## src/rtl/classificador_zona_12_if.sv

```systemverilog
// Handshake, threshold-write and result signals of the zone classifier.
// The classifier drives outputs through the slave modport; its client uses the master modport.
interface classificador_zona_12_if;
    logic        iniciar;
    logic        continuo;
    logic [11:0] medida;
    logic        escreve_limiar;
    logic [1:0]  endereco_limiar;
    logic [11:0] dado_limiar;
    logic        ocupado;
    logic        pronto;
    logic [2:0]  zona;
    logic [3:0]  mascara;
    logic        igual;
    logic        erro_escrita;

    modport master (
        output iniciar, continuo, medida, escreve_limiar, endereco_limiar, dado_limiar,
        input  ocupado, pronto, zona, mascara, igual, erro_escrita
    );

    modport slave (
        input  iniciar, continuo, medida, escreve_limiar, endereco_limiar, dado_limiar,
        output ocupado, pronto, zona, mascara, igual, erro_escrita
    );
endinterface

```

## src/rtl/classificador_zona_12.sv

```systemverilog
// Classifies a latched 12-bit measurement against four programmable thresholds,
// one shared magnitude comparison per clock, reporting zone, mask and equality.
module classificador_zona_12 #(
    parameter logic [11:0] LIM0 = 12'd100,
    parameter logic [11:0] LIM1 = 12'd200,
    parameter logic [11:0] LIM2 = 12'd400,
    parameter logic [11:0] LIM3 = 12'd800
) (
    input logic                   clock,
    input logic                   reset,
    classificador_zona_12_if.slave bus
);
    typedef enum logic [1:0] {INICIAL, CARREGA, COMPARA, FIM} estado_t;

    estado_t     estado;
    logic [11:0] medida_reg;
    logic [11:0] limiar [4];
    logic [1:0]  indice;
    logic [3:0]  masc_acc;
    logic        igual_acc;

    logic        maior_igual;
    logic        iguais;
    logic [3:0]  masc_prox;
    logic        igual_prox;

    function automatic logic [2:0] conta_uns(input logic [3:0] m);
        logic [2:0] n;
        n = '0;
        for (int unsigned k = 0; k < 4; k++) begin
            n = n + {2'b00, m[k]};
        end
        return n;
    endfunction

    // Last comparison feeds the published results directly, so FIM is entered with final values.
    always_comb begin
        maior_igual       = medida_reg >= limiar[indice];
        iguais            = medida_reg == limiar[indice];
        masc_prox         = masc_acc;
        masc_prox[indice] = maior_igual;
        igual_prox        = igual_acc | iguais;
    end

    always_ff @(posedge clock or posedge reset) begin
        if (reset) begin
            estado           <= INICIAL;
            medida_reg       <= '0;
            limiar[0]        <= LIM0;
            limiar[1]        <= LIM1;
            limiar[2]        <= LIM2;
            limiar[3]        <= LIM3;
            indice           <= '0;
            masc_acc         <= '0;
            igual_acc        <= 1'b0;
            bus.ocupado      <= 1'b0;
            bus.pronto       <= 1'b0;
            bus.zona         <= '0;
            bus.mascara      <= '0;
            bus.igual        <= 1'b0;
            bus.erro_escrita <= 1'b0;
        end else begin
            bus.pronto       <= 1'b0;
            bus.erro_escrita <= bus.escreve_limiar && (estado != INICIAL);
            case (estado)
                INICIAL: begin
                    if (bus.escreve_limiar) begin
                        limiar[bus.endereco_limiar] <= bus.dado_limiar;
                    end
                    if (bus.iniciar) begin
                        estado      <= CARREGA;
                        bus.ocupado <= 1'b1;
                    end
                end
                CARREGA: begin
                    medida_reg <= bus.medida;
                    indice     <= '0;
                    masc_acc   <= '0;
                    igual_acc  <= 1'b0;
                    estado     <= COMPARA;
                end
                COMPARA: begin
                    masc_acc  <= masc_prox;
                    igual_acc <= igual_prox;
                    indice    <= indice + 2'd1;
                    if (indice == 2'd3) begin
                        estado      <= FIM;
                        bus.mascara <= masc_prox;
                        bus.igual   <= igual_prox;
                        bus.zona    <= conta_uns(masc_prox);
                        bus.pronto  <= 1'b1;
                    end
                end
                FIM: begin
                    if (bus.continuo) begin
                        estado <= CARREGA;
                    end else begin
                        estado      <= INICIAL;
                        bus.ocupado <= 1'b0;
                    end
                end
                default: estado <= INICIAL;
            endcase
        end
    end
endmodule

```

## src/flat_wrapper.sv

```systemverilog
// flat-port wrapper written by rule: the top's interface ports become plain ports
module classificador_zona_12_flat 
#(
    parameter logic [11:0] LIM0 = 12'd100,
    parameter logic [11:0] LIM1 = 12'd200,
    parameter logic [11:0] LIM2 = 12'd400,
    parameter logic [11:0] LIM3 = 12'd800
)
  (clock, reset, bus_iniciar, bus_continuo, bus_medida, bus_escreve_limiar, bus_endereco_limiar, bus_dado_limiar, bus_ocupado, bus_pronto, bus_zona, bus_mascara, bus_igual, bus_erro_escrita);
  classificador_zona_12_if bus_i ();
  input logic clock;
  input logic reset;
  input wire logic [$bits(bus_i.iniciar)-1:0] bus_iniciar;
  input wire logic [$bits(bus_i.continuo)-1:0] bus_continuo;
  input wire logic [$bits(bus_i.medida)-1:0] bus_medida;
  input wire logic [$bits(bus_i.escreve_limiar)-1:0] bus_escreve_limiar;
  input wire logic [$bits(bus_i.endereco_limiar)-1:0] bus_endereco_limiar;
  input wire logic [$bits(bus_i.dado_limiar)-1:0] bus_dado_limiar;
  output wire logic [$bits(bus_i.ocupado)-1:0] bus_ocupado;
  output wire logic [$bits(bus_i.pronto)-1:0] bus_pronto;
  output wire logic [$bits(bus_i.zona)-1:0] bus_zona;
  output wire logic [$bits(bus_i.mascara)-1:0] bus_mascara;
  output wire logic [$bits(bus_i.igual)-1:0] bus_igual;
  output wire logic [$bits(bus_i.erro_escrita)-1:0] bus_erro_escrita;
  assign bus_i.iniciar = bus_iniciar;
  assign bus_i.continuo = bus_continuo;
  assign bus_i.medida = bus_medida;
  assign bus_i.escreve_limiar = bus_escreve_limiar;
  assign bus_i.endereco_limiar = bus_endereco_limiar;
  assign bus_i.dado_limiar = bus_dado_limiar;
  assign bus_ocupado = bus_i.ocupado;
  assign bus_pronto = bus_i.pronto;
  assign bus_zona = bus_i.zona;
  assign bus_mascara = bus_i.mascara;
  assign bus_igual = bus_i.igual;
  assign bus_erro_escrita = bus_i.erro_escrita;
  classificador_zona_12 #(.LIM0(LIM0), .LIM1(LIM1), .LIM2(LIM2), .LIM3(LIM3)) u_core (.clock(clock), .reset(reset), .bus(bus_i));
endmodule
```

## config.mk

```make
export PLATFORM = sky130hd
export DESIGN_NAME = classificador_zona_12_flat
export DESIGN_NICKNAME = d
export VERILOG_FILES = /design/src/rtl/classificador_zona_12_if.sv /design/src/rtl/classificador_zona_12.sv /design/src/flat_wrapper.sv
export SDC_FILE = /design/constraint.sdc
export NUM_CORES = 1
export LEC_CHECK = 0
export ABC_AREA = 1
export BUFFER_PORTS_ARGS = -buffer_cell sky130_fd_sc_hd__buf_2
export CELL_PAD_IN_SITES_DETAIL_PLACEMENT = 0
export CELL_PAD_IN_SITES_GLOBAL_PLACEMENT = 1
export CORE_ASPECT_RATIO = 1.2
export CORE_UTILIZATION = 49
export CTS_CLUSTER_SIZE = 12
export DETAILED_ROUTE_END_ITERATION = 16
export PLACE_DENSITY = 0.83
export SETUP_SLACK_MARGIN = 0.05
export SLEW_MARGIN = 15
export SYNTH_ARGS = -nofsm -noshare
export SYNTH_HDL_FRONTEND = slang
export SYNTH_SLANG_ARGS = --single-unit
```

## constraint.sdc

```tcl
create_clock -name clock -period 5.8 [get_ports clock]
set_input_delay 1.16 -clock clock [delete_from_list [all_inputs] [get_ports clock]]
set_output_delay 1.16 -clock clock [all_outputs]
set_load 0.005 [all_outputs]
```

==> impl_metrics.env, run 1 <==
export IMPL_drc=5
export IMPL_grt_pass1_wl_mm=13.19
export IMPL_die_x_um=84.93
export IMPL_maxSlewViolCount=0
export IMPL_gr_usage_all_layers=0.2017
export IMPL_ctsRootBufferMaster="clkbuf_8"
export IMPL_max_stage_delay_ns=0.75
export IMPL_crit_path_frequent_cell="nand2_1"
export IMPL_place_gp_congestion=0.7725
export IMPL_vdd_drop_max_mv=0.2581
export IMPL_grt_max_degree=53
export IMPL_setup_viol=0
export IMPL_clock_sinks=80
export IMPL_cts_setup_buffers=0
export IMPL_initial_utilization=0.5159
export IMPL_hp_class="register to register"
export IMPL_core_um2=7839
export IMPL_path_class="register to register"
export IMPL_diodes=0
export IMPL_pre_cts_slack_ns=1.886
export IMPL_violations="DRC"
export IMPL_antenna_left=0
export IMPL_clkLatencyLatePin_ns=0.35
export IMPL_crit_required_ns=6.04
export IMPL_hpwlAfterDp_mm=5.627
export IMPL_via_per_inst=5.128
export IMPL_yosysWarnings=0
export IMPL_cp_top_family="adder cells"
export IMPL_status="finished with violations"
export IMPL_synth_flop_cell="dfrtp_1"
export IMPL_final_nets=535
export IMPL_io_buffers=41
export IMPL_finalHoldViolations=0
export IMPL_dieArea_um2=8622
export IMPL_wl_per_cell_um=13.98
export IMPL_largest_reg_flops=48
export IMPL_vias=2964
export IMPL_arrival_ns=4.15
export IMPL_fin_crit_sh=0.6737
export IMPL_cts_tree="yes"
export IMPL_min_period_ns=3.907
export IMPL_clk_path_buf_depth=2
export IMPL_cpMaxStageDelayCell="dfrtp_1"
export IMPL_die_y_um=101.5
export IMPL_clk_pin_slew_ns=0.08
export IMPL_layout_commonest_cell="nand2_1"
export IMPL_regArea_um2=2017
export IMPL_crit_fanout=36
export IMPL_grt_pass1_vias=2807
export IMPL_powerDensity_nw_per_um2=549.0
export IMPL_rows=35
export IMPL_cts_resized=0
export IMPL_critPathLaunchType="register"
export IMPL_final_cell_mix="105 x nand2_1, 68 x dfrtp_1, 43 x inv_1, 43 x o21ai_0, 41 x buf_2"
export IMPL_yosysTopAreaCell="dfrtp_1"
export IMPL_synth_edf_count=0
export IMPL_grt_ovfl_total=0
export IMPL_drt_iter0_markers=135
export IMPL_worst_pin_slew_ns=1.019
export IMPL_cp_buffers_inverters=1
export IMPL_synth_cell_types=29
export IMPL_synth_area_leaders="dfrtp_1 42%, nand2_1 9.7%, dfstp_2 7.8%, ha_1 6.8%, o21ai_0 5.3%"
export IMPL_clock_skew_ns=0.008234
export IMPL_ys_ff_latch=80
export IMPL_synthCells=444
export IMPL_wirelength_mm=8.078
export IMPL_rsz0062_at_grt="no"
export IMPL_cts_hold_buf=0
export IMPL_crit_chain="inv_2 > o21ai_0 > nor2_1 > a21oi_1 > ha_1 > nand2_1 > nand2_1 > a21oi_2 > nand2_1 > nor2_2 > nand3_1 > and2_1 > ha_1 > fa_1 > ha_1 > nand2_1 > nand2_1"
export IMPL_multiInputGateArea_um2=1728
export IMPL_fillers=704
export IMPL_syn_nets=498
export IMPL_postSynthAreaPerCell_um2=9.108
export IMPL_cts_buffers=9
export IMPL_synth_top_area_frac=0.4208
export IMPL_cts_max_level=3
export IMPL_cp_end_kind="register"
export IMPL_synth_seq_area_share=0.4988
export IMPL_layout_drive_gt1_share=0.2428
export IMPL_async_flop_share=1.000
export IMPL_syn_to_final_growth_pct=10.52
export IMPL_ioPinCount=42
export IMPL_tns_ns=0
export IMPL_syn_area_um2=4044
export IMPL_dr_pass1_iters=11
export IMPL_drv_cap=0
export IMPL_fmax_mhz=255.9
export IMPL_p_leak_nw=2.265
export IMPL_grt_antenna_before_repair=0
export IMPL_layout_setup_ws_ns=1.893
export IMPL_slew_headroom=0.3183
-- metrics by stage --
| stage | utilization | power [mW] | hold slack [ns] | std cells | cell area [µm²] |
|---|---|---|---|---|---|
| 6_report | 0.5702 | 2.453 | 0.4763 | 578 | 4469 |
| 5_1_grt | 0.5702 | 2.673 | 0.4915 | 578 | 4469 |
| 4_1_cts | 0.5702 | 2.466 | 0.4789 | 578 | 4469 |
| 3_5_place_dp | 0.5421 | 2.007 | 0.4577 | 562 | 4249 |
| 3_3_place_gp | 0.5421 | 1.970 | 0.4561 | 562 | 4249 |
| 2_1_floorplan | - | 1.762 | 0.4417 | 444 | 4044 |
-- synthesized netlist by cell type (8+ instances only) --
master / number
nand3_1: 11
dfstp_2: 12
o21ai_2: 20
inv_1: 44
a21oi_1: 19
nor2_1: 30
ha_1: 22
dfrtp_1: 68
buf_2: 8
mux2_2: 11
o21ai_0: 43
nand2_1: 105
o21ai_1: 17
-- cell type report --
| cell class | instances | share of cell area |
|---|---|---|
| Clock inverter | 6 | 0.01848 |
| Clock buffer | 10 | 0.03080 |
| Sequential cell | 80 | 0.4513 |
| Inverter | 47 | 0.03947 |
| Multi-Input combinational cell | 301 | 0.3866 |
| Timing Repair Buffer | 42 | 0.04759 |
| Tap cell | 92 | 0.02576 |
-- final timing paths --
path | endpoint | cells after the start | slack (ns) | startpoint
worst min-delay path | u_core.bus.zona[2] | 2 | 0.48 | u_core.bus.zona[2]
max in group asynchronous | u_core.limiar[25] | 3 | 3.84 | reset
worst min register to register | u_core.bus.zona[2] | 2 | 0.48 | u_core.bus.zona[2]
worst max-delay path | u_core.bus.zona[1] | 17 | 1.89 | u_core.indice[0]
worst max register to register | u_core.bus.zona[1] | 17 | 1.89 | u_core.indice[0]
min in group asynchronous | u_core.bus.ocupado | 2 | 0.87 | reset
-- routing by layer --
metal	vias up	track usage	wire, µm
met2	45	0.3402	3934
met1	1406	0.2623	3858
met3	8	0.03178	192
li1	1505	-	-
met4	0	0.08214	93
met5	-	0	0
-- tightest hold or removal path, stage by stage (launching register included) --
cell and delay [ns]:
dfrtp_1 0.34, nand2_1 0.05, nand2_1 0.05
-- cell families (layout without fill, tap and decap cells) --
group / Yosys count / in the layout / synth area share
adder cells (fa/ha/maj): 23 / 23 / 0.07302
buffers and inverters: 63 / 105 / 0.07395
multiplexers: 11 / 11 / 0.03063
AO/OA/AOI/OAI: 103 / 103 / 0.1488
flip-flops: 80 / 80 / 0.4988
AND/OR/NAND/NOR: 164 / 164 / 0.1748
-- power breakdown --
group / internal [mW] / switching [mW] / total (mW)
logic: 0.433 / 0.601 / 1.03
clock network: 0.252 / 0.206 / 0.457
registers: 0.817 / 0.145 / 0.962
(Power assumes the default switching activity.)
==> run 2, diff against run 1 <==
--- a/config.mk
+++ b/config.mk
@@ -5,15 +5,15 @@
 export SDC_FILE = /design/constraint.sdc
 export NUM_CORES = 1
 export LEC_CHECK = 0
-export ABC_AREA = 1
+export ABC_AREA = 0
 export BUFFER_PORTS_ARGS = -buffer_cell sky130_fd_sc_hd__buf_2
 export CELL_PAD_IN_SITES_DETAIL_PLACEMENT = 0
 export CELL_PAD_IN_SITES_GLOBAL_PLACEMENT = 1
 export CORE_ASPECT_RATIO = 1.2
-export CORE_UTILIZATION = 49
+export CORE_UTILIZATION = 48
 export CTS_CLUSTER_SIZE = 12
 export DETAILED_ROUTE_END_ITERATION = 16
-export PLACE_DENSITY = 0.83
+export PLACE_DENSITY = 0.77
 export SETUP_SLACK_MARGIN = 0.05
 export SLEW_MARGIN = 15
 export SYNTH_ARGS = -nofsm -noshare
==> constraint.sdc (replaced) <==
create_clock -name clock -period 3.7 [get_ports clock]
set_input_delay 0.74 -clock clock [delete_from_list [all_inputs] [get_ports clock]]
set_output_delay 0.74 -clock clock [all_outputs]
set_load 0.005 [all_outputs]
==> run 2 against run 1 <==
Register-to-register slack worse by 1.6 ns. Clock skew hardly changed. Via count is 19% lower. The flow still finishes with violations (DRC). Flip-flop and latch count stayed put. Clock power is 50% higher. Global-route usage is 1.3 points lower. First-iteration DRC count is 67% lower.
==> impl_metrics.env, run 2 <==
export IMPL_postSynthAreaPerCell_um2=13.24
export IMPL_syn_area_um2=3867
export IMPL_synth_area_leaders="dfrtp_1 44%, mux2_2 18%, dfstp_2 8.2%, ha_1 7.1%, mux4_2 7.0%"
export IMPL_fin_crit_sh=0.9280
export IMPL_crit_required_ns=3.94
export IMPL_diodes=0
export IMPL_p_leak_nw=2.061
export IMPL_worst_pin_slew_ns=0.8369
export IMPL_synth_cell_types=32
export IMPL_crit_path_frequent_cell="ha_1"
export IMPL_critPathLaunchType="register"
export IMPL_io_buffers=41
export IMPL_hp_class="input port to async pin"
export IMPL_grt_pass1_wl_mm=12.10
export IMPL_synth_top_area_frac=0.4400
export IMPL_syn_nets=346
export IMPL_clk_pin_slew_ns=0.08
export IMPL_cts_buffers=9
export IMPL_fmax_mhz=291.2
export IMPL_maxSlewViolCount=0
export IMPL_wl_per_cell_um=16.25
export IMPL_ioPinCount=42
export IMPL_final_nets=398
export IMPL_grt_antenna_before_repair=0
export IMPL_grt_ovfl_total=0
export IMPL_setup_viol=0
export IMPL_fin_area_um2=4422
export IMPL_cts_hold_buf=0
export IMPL_die_y_um=100.3
export IMPL_die_x_um=83.94
export IMPL_largest_reg_flops=48
export IMPL_clock_skew_ns=0.008661
export IMPL_clkLatencyLatePin_ns=0.35
export IMPL_rsz0062_at_grt="no"
export IMPL_status="finished with violations"
export IMPL_antenna_left=0
export IMPL_powerDensity_nw_per_um2=847.4
export IMPL_initial_utilization=0.4990
export IMPL_synth_edf_count=0
export IMPL_fin_cells=440
export IMPL_synth_flop_cell="dfrtp_1"
export IMPL_ys_ff_latch=80
export IMPL_dpl_cell_count=424
export IMPL_crit_fanout=7
export IMPL_synthCells=292
export IMPL_cp_end_kind="register"
export IMPL_dieArea_um2=8422
export IMPL_wirelength_mm=7.149
export IMPL_vias=2410
export IMPL_gr_usage_all_layers=0.1890
export IMPL_dr_pass1_iters=10
export IMPL_grt_pass1_vias=2555
export IMPL_layout_drive_gt1_share=0.4454
export IMPL_hpwlAfterDp_mm=5.273
export IMPL_grt_max_degree=41
export IMPL_drv_cap=0
export IMPL_rows=35
export IMPL_violations="DRC"
export IMPL_min_period_ns=3.434
export IMPL_drt_iter0_markers=44
export IMPL_cpMaxStageDelayCell="mux4_2"
export IMPL_drc=9
export IMPL_vdd_drop_max_mv=0.3457
export IMPL_yosysWarnings=0
export IMPL_final_cell_mix="68 x dfrtp_1, 62 x mux2_2, 41 x buf_2, 22 x ha_1, 19 x inv_1"
export IMPL_synth_seq_area_share=0.5215
export IMPL_path_class="register to register"
export IMPL_place_gp_congestion=0.7414
export IMPL_tns_ns=0
export IMPL_async_flop_share=1.000
export IMPL_slew_headroom=0.4391
export IMPL_finalHoldViolations=0
export IMPL_layout_commonest_cell="dfrtp_1"
export IMPL_cp_top_family="adder cells"
export IMPL_synth_most_common_cell="dfrtp_1"
export IMPL_power_mw=3.747
export IMPL_cts_max_level=3
export IMPL_arrival_ns=3.67
export IMPL_clk_path_buf_depth=2
export IMPL_crit_chain="buf_4 > mux4_2 > inv_1 > ha_1 > nand4_1 > nor3_2 > and4_4 > a211oi_2 > a31oi_1 > ha_1 > fa_1 > ha_1 > mux2_2"
export IMPL_syn_to_final_growth_pct=14.33
export IMPL_cp_buffers_inverters=2
export IMPL_yosysTopAreaCell="dfrtp_1"
export IMPL_max_stage_delay_ns=0.50
export IMPL_ctsRootBufferMaster="clkbuf_8"
export IMPL_core_um2=7751
export IMPL_via_per_inst=5.477
export IMPL_placed_area_um2=4200
export IMPL_cts_tree="yes"
export IMPL_clock_sinks=80
export IMPL_netlist_top_cells_count="68 x dfrtp_1, 62 x mux2_2, 22 x ha_1"
export IMPL_fillers=666
run 2: cell count changes in the layout (fill, tap and decap cells not counted), moves of 11 or more:
| cell | previous run | this run |
|---|---|---|
| a31oi_1 | 1 | 12 |
| inv_1 | 43 | 19 |
| mux2_2 | 11 | 62 |
| mux4_2 | 0 | 12 |
| nand2_1 | 105 | 14 |
| nor2_1 | 30 | 10 |
| o21ai_0 | 43 | 12 |
| o21ai_1 | 17 | 1 |
| o21ai_2 | 20 | 0 |
run 2: final timing paths:
| path | startpoint | to | slack, ns | cells past startpoint |
|---|---|---|---|---|
| max | u_core.indice[0] | u_core.bus.zona[1] | 0.27 | 13 |
| min | reset | u_core.limiar[45] | 0.34 | 2 |
| max reg2reg | u_core.indice[0] | u_core.bus.zona[1] | 0.27 | 13 |
| min reg2reg | u_core.bus.igual | u_core.bus.igual | 0.47 | 2 |
| max in group asynchronous | reset | u_core.limiar[19] | 2.53 | 3 |
| min in group clock | u_core.bus.igual | u_core.bus.igual | 0.47 | 2 |
run 2: area by class of cell:
cell class                      instances  area, µm²  share of cell area
Clock buffer                           10      127.6             0.02886
Clock inverter                          5      82.58             0.01868
Inverter                               21      78.83             0.01783
Multi-Input combinational cell        181       1717              0.3882
Sequential cell                        80       2017              0.4561
Tap cell                               92      115.1             0.02603
Timing Repair Buffer                   51      284.0             0.06423
run 2: kinds of logic (layout without fill, tap and decap cells):
kind of cell	Yosys count	after routing	share of synthesized area
simple gates	43	43	0.05597
mux	74	74	0.2504
flops	80	80	0.5215
buf+inv	31	87	0.03461
fa+ha+maj	23	23	0.07635
compound gates	41	41	0.06115
run 2: worst reg2reg max path, cell delays in order (launching register included):
cell and delay [ns]:
dfrtp_1 0.35, buf_4 0.19, mux4_2 0.50, inv_1 0.07, ha_1 0.23, nand4_1 0.14, nor3_2 0.07, and4_4 0.19
a211oi_2 0.23, a31oi_1 0.15, ha_1 0.32, fa_1 0.37, ha_1 0.27, mux2_2 0.26
run 2: stage by stage:
stage	worst slack, ns	hold WS [ns]	util
global placement	0.2945	0.4515	0.5419
global route	0.05721	0.3501	0.5705
finish	0.2663	0.3447	0.5705
CTS	0.1760	0.3473	0.5690
floorplan	0.05238	0.4628	-
detailed placement	0.1904	0.4513	0.5419
run 2: power by group:
group	internal [mW]	total, mW	switching, mW
Sequential	1.30	1.50	0.202
Clock	0.378	0.685	0.308
Combinational	0.817	1.56	0.745
run 2: what timing repair did:
item                       in CTS  in global routing
setup endpoints to repair       0                  2
buffers inserted                0                  1
resized for setup               0                  2
run 2: routing by layer:
layer  global-route usage  vias up  part of all wire
li1                     -     1154                 -
met3              0.04770        9             0.029
met1               0.2235     1210              0.44
met5                    0        -                 0
met4              0.06631        0             0.017
met2               0.3354       37              0.52
==> run 3, diff against run 2 <==
--- a/config.mk
+++ b/config.mk
@@ -10,10 +10,11 @@
 export CELL_PAD_IN_SITES_DETAIL_PLACEMENT = 0
 export CELL_PAD_IN_SITES_GLOBAL_PLACEMENT = 1
 export CORE_ASPECT_RATIO = 1.2
-export CORE_UTILIZATION = 48
+export CORE_UTILIZATION = 50
+export CTS_BUF_LIST = sky130_fd_sc_hd__clkbuf_8
 export CTS_CLUSTER_SIZE = 12
 export DETAILED_ROUTE_END_ITERATION = 16
-export PLACE_DENSITY = 0.77
+export PLACE_DENSITY = 0.8
 export SETUP_SLACK_MARGIN = 0.05
 export SLEW_MARGIN = 15
 export SYNTH_ARGS = -nofsm -noshare
==> run 3 against run 2 <==
The flow now finishes without violations. Largest cell class unchanged. Largest power group unchanged. Worst hold slack gained 0.12 ns. Sequential share of layout area grew 0.17 points. Clock skew shrank 0.0012 ns. Via count barely moved. Critical path depth stayed put.
==> impl_metrics.env, run 3 (synthesis gave the netlist of run 2 again) <==
export IMPL_status="complete, no violations"
export IMPL_antenna_left=0
export IMPL_r2r_end="u_core.bus.zona[1]"
export IMPL_ctsRootBufferMaster="clkbuf_8"
export IMPL_via_per_inst=5.487
export IMPL_vias=2409
export IMPL_min_path_cells=2
export IMPL_critPathLaunchType="register"
export IMPL_die_x_um=82.29
export IMPL_grt_antenna_before_repair=0
export IMPL_cp_buffers_inverters=2
export IMPL_dieArea_um2=8092
export IMPL_gr_usage_all_layers=0.2061
export IMPL_cp_top_family="adder cells"
export IMPL_clk_path_buf_depth=2
export IMPL_cpMaxStageDelayCell="mux4_2"
export IMPL_holdPathEnd="u_core.bus.igual"
export IMPL_clock_skew_ns=0.007470
export IMPL_crit_path_frequent_cell="ha_1"
export IMPL_die_y_um=98.34
export IMPL_layout_setup_ws_ns=0.2117
export IMPL_tns_ns=0
export IMPL_rsz0062_at_grt="no"
export IMPL_finalHoldViolations=0
export IMPL_cts_max_level=3
export IMPL_grt_max_degree=32
export IMPL_layout_commonest_cell="dfrtp_1"
export IMPL_final_util=0.5986
export IMPL_wl_per_cell_um=16.84
export IMPL_arrival_ns=3.72
export IMPL_fin_crit_sh=0.9428
export IMPL_diodes=0
export IMPL_rows=34
export IMPL_reg2reg_from="u_core.indice[0]"
export IMPL_crit_fanout=9
export IMPL_crit_required_ns=3.93
export IMPL_grt_use_met3=0.04299
export IMPL_rr_worst_depth=13
export IMPL_final_nets=398
export IMPL_path_class="register to register"
export IMPL_whs_ns=0.4635
export IMPL_maxSlewViolCount=0
export IMPL_largest_reg_flops=48
export IMPL_fillers=608
export IMPL_grt_pass1_vias=2465
export IMPL_drc=0
export IMPL_wirelength_mm=7.394
export IMPL_drt_iter0_markers=99
export IMPL_powerDensity_nw_per_um2=837.0
export IMPL_cts_tree="yes"
export IMPL_grtUsageMet2=0.3471
export IMPL_grt_busiest_layer="met2"
export IMPL_dr_pass1_iters=4
export IMPL_reg2reg_slack_ns=0.21
export IMPL_setup_viol=0
export IMPL_vdd_drop_max_mv=0.4238
export IMPL_cts_buffers=9
export IMPL_cp_end_kind="register"
export IMPL_clkLatencyLatePin_ns=0.35
export IMPL_min_period_ns=3.488
export IMPL_grt_util_met1=0.2610
export IMPL_place_gp_congestion=0.7578
export IMPL_final_cell_mix="68 x dfrtp_1, 62 x mux2_2, 41 x buf_2, 22 x ha_1, 19 x inv_1"
export IMPL_grt_pass1_wl_mm=12.17
export IMPL_ioPinCount=42
export IMPL_worst_pin_slew_ns=0.8343
export IMPL_initial_utilization=0.5255
export IMPL_worstHoldStart="u_core.bus.igual"
export IMPL_layout_drive_gt1_share=0.4499
export IMPL_clock_sinks=80
export IMPL_hpwlAfterDp_mm=5.359
export IMPL_io_buffers=41
export IMPL_max_stage_delay_ns=0.48
export IMPL_fmax_mhz=286.7
export IMPL_pre_cts_slack_ns=0.1825
export IMPL_core_um2=7360
export IMPL_grt_ovfl_total=0
export IMPL_power_mw=3.687
export IMPL_drv_cap=0
export IMPL_clk_pin_slew_ns=0.09
export IMPL_p_leak_nw=2.046
export IMPL_hp_class="register to register"
export IMPL_slew_headroom=0.4408
export IMPL_crit_chain="buf_12 > mux4_2 > inv_1 > ha_1 > nand4_1 > nor3_2 > and4_4 > a211oi_2 > a31oi_1 > ha_1 > fa_1 > ha_1 > mux2_2"
export IMPL_syn_to_final_growth_pct=13.91
run 3: cell types whose count changed in the layout (fill, tap and decap cells not counted), sizes merged:
cell	previous run	this run
clkinv	4	3
bufinv	2	0
inv	20	22
clkinvlp	0	2
run 3: worst max path at each step:
| stage | from | to | slack [ns] | cells after the start |
|---|---|---|---|---|
| after CTS | u_core.indice[0] | u_core.bus.zona[1] | 0.15 | 13 |
| after detailed placement | u_core.indice[0] | u_core.bus.zona[1] | 0.18 | 13 |
| after global routing | u_core.indice[0] | u_core.bus.zona[1] | 0.04 | 13 |
| final | u_core.indice[0] | u_core.bus.zona[1] | 0.21 | 13 |
| after floorplan | u_core.indice[1] | u_core.bus.zona[1] | 0.05 | 14 |
| after global placement | u_core.indice[0] | u_core.bus.zona[1] | 0.29 | 13 |
run 3: cell type report:
| cell class | count | area [µm²] | area share |
|---|---|---|---|
| clock inverter | 6 | 50.05 | 0.01136 |
| inverter | 21 | 78.83 | 0.01789 |
| clock buffer | 10 | 137.6 | 0.03124 |
| multi-input combinational | 181 | 1717 | 0.3897 |
| timing repair buffer | 51 | 292.8 | 0.06646 |
| tap | 90 | 112.6 | 0.02556 |
| sequential | 80 | 2017 | 0.4578 |
run 3: layer usage:
layer | up-vias | wire [µm]
li1 | 1152 | -
met1 | 1207 | 3256
met2 | 36 | 3825
met3 | 14 | 174
met4 | 0 | 138
met5 | - | 0
run 3: tightest hold or removal path: cells and delay by family (launching register included):
family,cells,cell delay [ns]
DFF,1,0.34
and+or+nand+nor,2,0.09
run 3: where the power goes:
group	switching, mW	internal, mW	total (mW)	leakage (nW)
Clock	0.335	0.269	0.604	0.0895
Combinational	0.764	0.824	1.59	0.985
Sequential	0.199	1.30	1.50	0.972
Total	1.30	2.39	3.69	2.05
run 3: repair_timing:
item	CTS	global route
resized for setup	0	0
buffers inserted	0	1
setup endpoints to repair	0	1
hold buffers	0	0
run 3: stage by stage:
step | instance area [µm²] | instances
after floorplan | 3867 | 292
after global placement | 4210 | 422
after detailed placement | 4210 | 422
after CTS | 4398 | 438
after global routing | 4405 | 439
final | 4405 | 439
